<file path="config.mk">
export PLATFORM = sky130hd
export DESIGN_NAME = disp_scan
export DESIGN_NICKNAME = d
export VERILOG_FILES = /design/src/rtl/disp_pkg.sv /design/src/rtl/seg7_decode.sv /design/src/rtl/disp_scan.sv
export SDC_FILE = /design/constraint.sdc
export NUM_CORES = 1
export LEC_CHECK = 0
export CORE_ASPECT_RATIO = 2
export CORE_MARGIN = 5
export CORE_UTILIZATION = 55
export DETAILED_ROUTE_END_ITERATION = 8
export DONT_BUFFER_PORTS = 1
export PLACE_DENSITY = 0.73
export SYNTH_ARGS = -nofsm -noshare
export SYNTH_HDL_FRONTEND = slang
export SYNTH_SLANG_ARGS = --single-unit
</file>
<file path="constraint.sdc">
create_clock -name clk -period 2.85 [get_ports clk]
set_input_delay 0.4275 -clock clk [delete_from_list [all_inputs] [get_ports clk]]
set_output_delay 0.4275 -clock clk [all_outputs]
set_load 0.005 [all_outputs]
</file>
<file path="src/rtl/disp_pkg.sv">
// Shared constants for the multiplexed seven-segment display scanner.
// Segment encodings are active-low: bit7 = dp, bits6..0 = g,f,e,d,c,b,a.
package disp_pkg;

  localparam int unsigned DIGIT_W = 8;

  localparam logic [7:0] SEG_BLANK = 8'hFF;
  localparam logic [7:0] SEG_DASH  = 8'hBF;

  // Digit 0..9 patterns with the decimal point off.
  localparam logic [7:0] SEG_LUT [10] = '{
    8'hC0, 8'hF9, 8'hA4, 8'hB0, 8'h99,
    8'h92, 8'h82, 8'hF8, 8'h80, 8'h90
  };

endpackage

</file>
<file path="src/rtl/seg7_decode.sv">
// Combinational digit-to-segment decoder: values above 9 show a dash,
// blank forces every segment (including dp) off.
module seg7_decode
  import disp_pkg::*;
(
  input  logic [DIGIT_W-1:0] value,
  input  logic               dp_en,
  input  logic               blank,
  output logic [7:0]         seg
);

  always_comb begin
    seg = SEG_DASH;
    if (value < DIGIT_W'(10)) begin
      seg = SEG_LUT[value[3:0]];
    end
    seg[7] = ~dp_en;
    if (blank) begin
      seg = SEG_BLANK;
    end
  end

endmodule

</file>
<file path="src/rtl/disp_scan.sv">
// Six-digit common-anode display scanner with frame-coherent digit snapshot,
// anti-ghost guard interval, per-digit blink and hours-tens zero blanking.
module disp_scan
  import disp_pkg::*;
#(
  parameter int unsigned       DIGITS    = 6,
  parameter int unsigned       SCAN_DIV  = 1000,
  parameter int unsigned       GUARD     = 8,
  parameter int unsigned       BLINK_DIV = 64,
  parameter logic [DIGITS-1:0] DP_MASK   = 6'b010100
) (
  input  logic                      clk,
  input  logic                      rst_n,
  input  logic [DIGIT_W*DIGITS-1:0] digits_in,
  input  logic [DIGITS-1:0]         blink_mask,
  input  logic                      blank_lz,
  output logic [DIGITS-1:0]         an,
  output logic [7:0]                seg,
  output logic                      frame_start
);

  localparam int unsigned CNT_W = (SCAN_DIV > 1)  ? $clog2(SCAN_DIV)  : 1;
  localparam int unsigned IDX_W = (DIGITS > 1)    ? $clog2(DIGITS)    : 1;
  localparam int unsigned FRM_W = (BLINK_DIV > 1) ? $clog2(BLINK_DIV) : 1;

  logic [CNT_W-1:0]   scan_cnt;
  logic [IDX_W-1:0]   idx;
  logic [FRM_W-1:0]   frame_cnt;
  logic               blink_ph;
  logic [DIGIT_W-1:0] snap [DIGITS];

  logic               slot_end_c;
  logic               frame_end_c;
  logic               last_idx_c;
  logic               guard_c;
  logic               blank_c;
  logic [DIGIT_W-1:0] cur_digit_c;
  logic [DIGITS-1:0]  an_c;
  logic [7:0]         seg_c;

  always_comb begin
    last_idx_c  = (idx == IDX_W'(DIGITS - 1));
    slot_end_c  = (scan_cnt == CNT_W'(SCAN_DIV - 1));
    frame_end_c = slot_end_c && last_idx_c;
    guard_c     = (scan_cnt < CNT_W'(GUARD));
    cur_digit_c = snap[idx];
    an_c        = ~(DIGITS'(1) << idx);
    blank_c     = (blink_ph && blink_mask[idx]) ||
                  (blank_lz && last_idx_c && (cur_digit_c == '0));
  end

  seg7_decode u_decode (
    .value (cur_digit_c),
    .dp_en (DP_MASK[idx]),
    .blank (blank_c),
    .seg   (seg_c)
  );

  // Slot/digit counters, frame snapshot and blink phase all advance together.
  always_ff @(posedge clk) begin
    if (!rst_n) begin
      scan_cnt  <= '0;
      idx       <= '0;
      frame_cnt <= '0;
      blink_ph  <= 1'b0;
      for (int k = 0; k < int'(DIGITS); k++) begin
        snap[k] <= '0;
      end
    end else begin
      scan_cnt <= slot_end_c ? '0 : scan_cnt + CNT_W'(1);
      if (slot_end_c) begin
        idx <= last_idx_c ? '0 : idx + IDX_W'(1);
      end
      if (frame_end_c) begin
        for (int k = 0; k < int'(DIGITS); k++) begin
          snap[k] <= digits_in[k*DIGIT_W +: DIGIT_W];
        end
        if (frame_cnt == FRM_W'(BLINK_DIV - 1)) begin
          frame_cnt <= '0;
          blink_ph  <= ~blink_ph;
        end else begin
          frame_cnt <= frame_cnt + FRM_W'(1);
        end
      end
    end
  end

  // Display outputs lag the scan position by one cycle.
  always_ff @(posedge clk) begin
    if (!rst_n) begin
      an          <= '1;
      seg         <= SEG_BLANK;
      frame_start <= 1'b0;
    end else begin
      frame_start <= frame_end_c;
      if (guard_c) begin
        an  <= '1;
        seg <= SEG_BLANK;
      end else begin
        an  <= an_c;
        seg <= seg_c;
      end
    end
  end

endmodule

</file>
# Yosys cells after proc, flatten, opt, wreduce, memory -nomap -nowiden
# Memory sizes are Yosys's and may differ from the RTL's. A register that Yosys moved wholly into a read port is not among the register bits.
# Cells that the tools add are included.
[totals]
output_inout_bits = 15
inputBits = 57
ram_bits = 48
regBits = 35
n_memories = 3
rom_bits = 136
[classes]
magnitude_cmp = 4
eq_ne = 3
bitwise = 12
addsub = 3
n_reduce_logical = 11
mux = 22
shift = 1
[memory_table]
columns = ["memory", "words", "width", "rd", "rd_clocked_by_memory_dff", "wr", "line_no", "source"]
rows = [
  ["(no name shown)", 16, 8, 1, 0, 0, "seg7_decode.sv:15", "seg = SEG_LUT[value[3:0]];"],
  ["snap", 6, 8, 1, 1, 6, "disp_scan.sv:30", "logic [DIGIT_W-1:0] snap [DIGITS];"],
  ["(no name shown)", 8, 1, 1, 1, 0, "disp_scan.sv:54", ".dp_en (DP_MASK[idx]),"],
]
[ops]
columns = ["cell", "count"]
rows = [
  ["2-to-1 mux 8 bit", 6],
  ["2-to-1 mux 7 bit", 3],
  ["2-to-1 mux 3 bit", 5],
  ["adder 10 x 1 -> 10 bit (second input constant)", 1],
  ["== test 10 bit (second input constant)", 1],
  ["< comparator 10 x 4 -> 1 bit (second input constant)", 1],
  ["logical NOT 8 bit", 1],
  ["< comparator 8 x 4 -> 1 bit (second input constant)", 1],
  ["adder 6 x 1 -> 6 bit (second input constant)", 1],
  ["== test 6 bit (second input constant)", 1],
  ["2-to-1 mux 1 bit", 6],
  ["2-to-1 mux 6 bit", 1],
  ["inverter 6 bit", 1],
  ["bitwise OR 1 bit", 6],
  ["left shift 1 x 3 -> 6 bit (first input constant)", 1],
  ["greater-or-equal comparator 5 bit (second input constant)", 1],
  ["inverter 4 -> 5 bit", 1],
  ["logical AND 1 bit", 4],
  ["< comparator 3 x 4 -> 1 bit (second input constant)", 1],
  ["inverter 1 bit", 4],
  ["OR reduction 2 bit", 2],
  ["OR reduction 4 bit", 1],
  ["adder 3 x 1 -> 3 bit (second input constant)", 1],
  ["binary-select mux 1 bit (select 3 bit)", 1],
  ["4 further kinds", 4],
]

# Logic depth before layout (Yosys ltp)
# Gate-level depths: netlist of the first run.
[logic_depth]
depth_word = 6
mapped_depth = 9
ltp_nobuf = 8

# Cells and area by module
# From an unflattened synthesis of the first run, not the netlist that was laid out.
[unflattened]
hier_cells = 363
area_unflattened_um2 = 4057.6
[modules_own_cells]
columns = ["mod", "cells_each", "seq_area_each_um2", "n_inst", "area_per_inst_um2"]
rows = [
  ["disp_scan", 331, 2222.1, 1, 3847.4],
  ["seg7_decode", 32, 0.0, 1, 210.2],
]

# Worst setup path before layout of the first run
# No wires, ideal clock.
[synth_path]
path_type = "reg-to-reg"
start = "register scan_cnt[0]"
end = "memory snap[0][0] (enable)"
setup_time_ns = 0.407
synth_period_minus_slack_ns = 2.807
slack_ns = 0.043
path_stages_with_launch = 6
arrival_ns = 2.400
cell_sequence = "dfxtp_1 > ha_1 > nand3_1 > or4b_4 > buf_2 > nand2_1"
[synth_rtl]
columns = ["element", "line_no", "source"]
rows = [
  ["start: declaration", "disp_scan.sv:26", "logic [CNT_W-1:0] scan_cnt;"],
  ["start signal: assignment", "disp_scan.sv:70", "scan_cnt <= slot_end_c ? '0 : scan_cnt + CNT_W'(1);"],
  ["end: declaration", "disp_scan.sv:30", ""],
]

==> implementation parameters, run 1 <==
Parameter                              Value

Run status
  Result of the run    finished, final reports clean

STA
  RSZ-0062 raised after global routing    false
  Final Hold Vio Count    0
  Total setup violations reported at the end of the flow    0
  Final clock skew    0.00549 ns
  Setup TNS    0 ns
  Normalized max-slew margin    54.5%
  Count of final max-slew check failures    0
  Worst Tran Pin Value    0.677 ns
  Clock period minus worst slack    2.48 ns
  Fmax achieved    403 MHz
  Final period utilization    87.2%

Floorplanning
  Die height    127 um
  Horizontal die dimension    68.7 um
  Starting Density    56.7%
  Io pins    72
  Die outline area    8740 um2
  Total core area    6670 um2
  Cell Rows    42

Drt
  DRC violation count after routing    0
  Number of iterations in the first detailed-routing pass    4
  Detailed-route wire length per cell    15.7 um
  Remaining number of nets flagged by the antenna check after routing    0
  Via total after detailed routing    2320
  Number of DRC violations after detailed-routing iteration 0    100
  WL final    6600 um
  Vias per inst    5.51

Logic synthesis
  Number of flops mapped to enable cells by yosys    48
  Yosys reg bits    87
  Syn_area_per_cell    11.7 um2
  Most common flop cell mapped by yosys    sky130_fd_sc_hd__edfxtp_1
  Post-Synthesis Cells    323
  Async S/R FF share, synth    0%
  Yosys cell types    50
  Netlist area before placement    3780 um2
  Post-synth net total    388
  Sequential fraction of the synthesis area    58.7%
  Synth warnings    0

CTS
  CTS H-Tree Depth    3
  Post-CTS resize count    0
  CTS Buffer Depth    2
  CTS Root Cell    sky130_fd_sc_hd__clkbuf_16
  Number of CTS-inserted buffers    9
  Worst-skew pair later-pin latency    0.33 ns
  Clock sink count    87
  Postcts setup bufs    0
  Clock transition at path regs    0.06 ns
  CTS Hold Buffers Added    0
  Clock tree from TritonCTS    done

Final layout
  Number of nets in the finished design    393
  Post-layout utilization of the core    63.5%
  Fraction of layout instances using a drive strength above 1    11.4%
  Growth of design area from synthesis to finish    12.0%
  Count of inserted antenna diode cells    0

Pwr
  Highest ir drop seen on vdd    0.689 mV
  Leak pwr    1.55 nW
  Power Dens Cells    649 nW/um2

Critical path
  Startpoint type of the worst setup path    flop
  Worst endpoint data arrival time    2.70 ns
  Biggest fanout along the worst timing path    14
  Critical Setup Path Class    reg -> reg
  Required time at the worst-slack endpoint    3.07 ns
  Category of the worst setup path capture point    flop

Global route
  Wire length of the first global-routing pass    10700 um
  All-Layer GR Usage    16.7%
  Initial antenna violation count    0
  Pin count of the biggest net entering global routing    50
  Number of global-route vias before repair    2384
  Total gr overflow    0

Place
  Quantity of I/O buffers inserted on ports    0
  Final GP Congestion    0.912
  Estimated wirelength of the detail-placed design    4970 um

Worst hold path
  Worst min-delay path category    in -> reg

Job
  Max Cap Viol    0
[layout make-up]
class                           count  area, um2
Sequential cell                    87       2220
Timing Repair Buffer                6       57.6
Clock inverter                      7        120
Inverter                            9       33.8
Clock buffer                        9        225
Tap cell                           88        110
Multi-Input combinational cell    215       1470
Fill cell                         528       2440
[logic make-up after synthesis]
kind of cell / share of synthesized area [%]
DFF: 58.7
muxes: 6.22
and+or+nand+nor: 21.3
xor gates and xnor gates: 1.85
buffers and inverters: 2.51
AOI/OAI and AO/OA: 6.71
adders and majority gates: 2.65
[path summary, 6_finish.rpt]
check	start	to	slack (ns)	cells after the start
max	flop	seg[6]	0.37	8
max reg2reg	flop	seg[6]	0.37	8
min reg2reg	u_decode.dp_en	seg[7]	0.42	1
min	rst_n	frame_cnt[3]	0.24	1
[placed cells by master (no fill, tap or decap), types with 8 or more instances in the layout]
cell,synthesis,layout
sky130_fd_sc_hd__edfxtp_1,48,48
sky130_fd_sc_hd__nand3_1,19,19
sky130_fd_sc_hd__dfxtp_1,39,39
sky130_fd_sc_hd__a21oi_1,8,8
sky130_fd_sc_hd__nor2_1,24,24
sky130_fd_sc_hd__ha_1,8,8
sky130_fd_sc_hd__inv_1,8,8
sky130_fd_sc_hd__mux2i_1,10,10
sky130_fd_sc_hd__clkbuf_16,0,9
sky130_fd_sc_hd__nand2_1,19,18
sky130_fd_sc_hd__and2_1,50,50
[routing by layer]
| metal | routed length (um) | up-vias | GRT usage [%] |
|---|---|---|---|
| li1 | - | 1159 | - |
| met1 | 2300 | 1089 | 16.0 |
| met2 | 3740 | 57 | 30.5 |
| met3 | 322 | 15 | 3.60 |
| met4 | 246 | 0 | 9.85 |
| met5 | 0 | - | 0 |
[report_power, final]
| part | internal, mW | switching (mW) | total, mW | leakage [nW] |
|---|---|---|---|---|
| sequential | 1.35 | 0.0126 | 1.36 | 0.801 |
| combinational | 0.0274 | 0.0430 | 0.0704 | 0.583 |
| clock | 0.858 | 0.457 | 1.32 | 0.166 |
[state kept, by name (all words and copies together), names as in the netlist, named ones only]
register / flops
snap: 48
scan_cnt: 10
seg: 8
an: 6
frame_cnt: 6
idx: 3
blink_ph: 1
frame_start: 1
u_decode.dp_en: 1
[cell usage after synthesis (4+ instances only)]
cell | count | area share, %
sky130_fd_sc_hd__inv_1 | 8 | 0.79
sky130_fd_sc_hd__buf_2 | 4 | 0.53
sky130_fd_sc_hd__or3_1 | 7 | 1.2
sky130_fd_sc_hd__xor2_1 | 5 | 1.2
sky130_fd_sc_hd__ha_1 | 8 | 2.6
sky130_fd_sc_hd__nor2_1 | 24 | 2.4
sky130_fd_sc_hd__and3_1 | 7 | 1.2
sky130_fd_sc_hd__a21oi_1 | 8 | 1.1
sky130_fd_sc_hd__o21ai_0 | 7 | 0.93
sky130_fd_sc_hd__edfxtp_1 | 48 | 38
sky130_fd_sc_hd__mux2i_1 | 10 | 2.6
sky130_fd_sc_hd__o211ai_1 | 6 | 1.2
sky130_fd_sc_hd__dfxtp_1 | 39 | 21
sky130_fd_sc_hd__nand3_1 | 19 | 2.5
sky130_fd_sc_hd__clkbuf_1 | 5 | 0.50
sky130_fd_sc_hd__nand2_1 | 19 | 1.9
sky130_fd_sc_hd__and2_1 | 50 | 8.3
[critical path: stages (launching register included)]
cell                        delay (ns)
sky130_fd_sc_hd__dfxtp_1          0.68
sky130_fd_sc_hd__mux4_1           0.62
sky130_fd_sc_hd__o21ai_0          0.16
sky130_fd_sc_hd__buf_4            0.17
sky130_fd_sc_hd__inv_1            0.06
sky130_fd_sc_hd__ha_1             0.17
sky130_fd_sc_hd__o21bai_1         0.21
sky130_fd_sc_hd__a2bb2oi_1        0.23
sky130_fd_sc_hd__o21ai_1          0.07
[through the flow]
step	total power, mW	hold WS, ns	cells	setup WS (ns)	cell area (um2)
after floorplan	1.44	0.381	323	0.0434	3780
after global placement	1.46	0.391	405	0.501	3890
after detailed placement	1.46	0.406	405	0.409	3890
after CTS	2.77	0.230	421	0.342	4240
after global routing	2.84	0.235	421	0.0451	4240
final	2.75	0.237	421	0.366	4240
Power figures use the tool's default switching activity.
==> inputs of run 2 (changes only) <==
Settings changed: GPL_ROUTABILITY_DRIVEN set to 0.
==> results of run 2 <==
No change in the layout: final DEF, timing and power equal those of run 1.
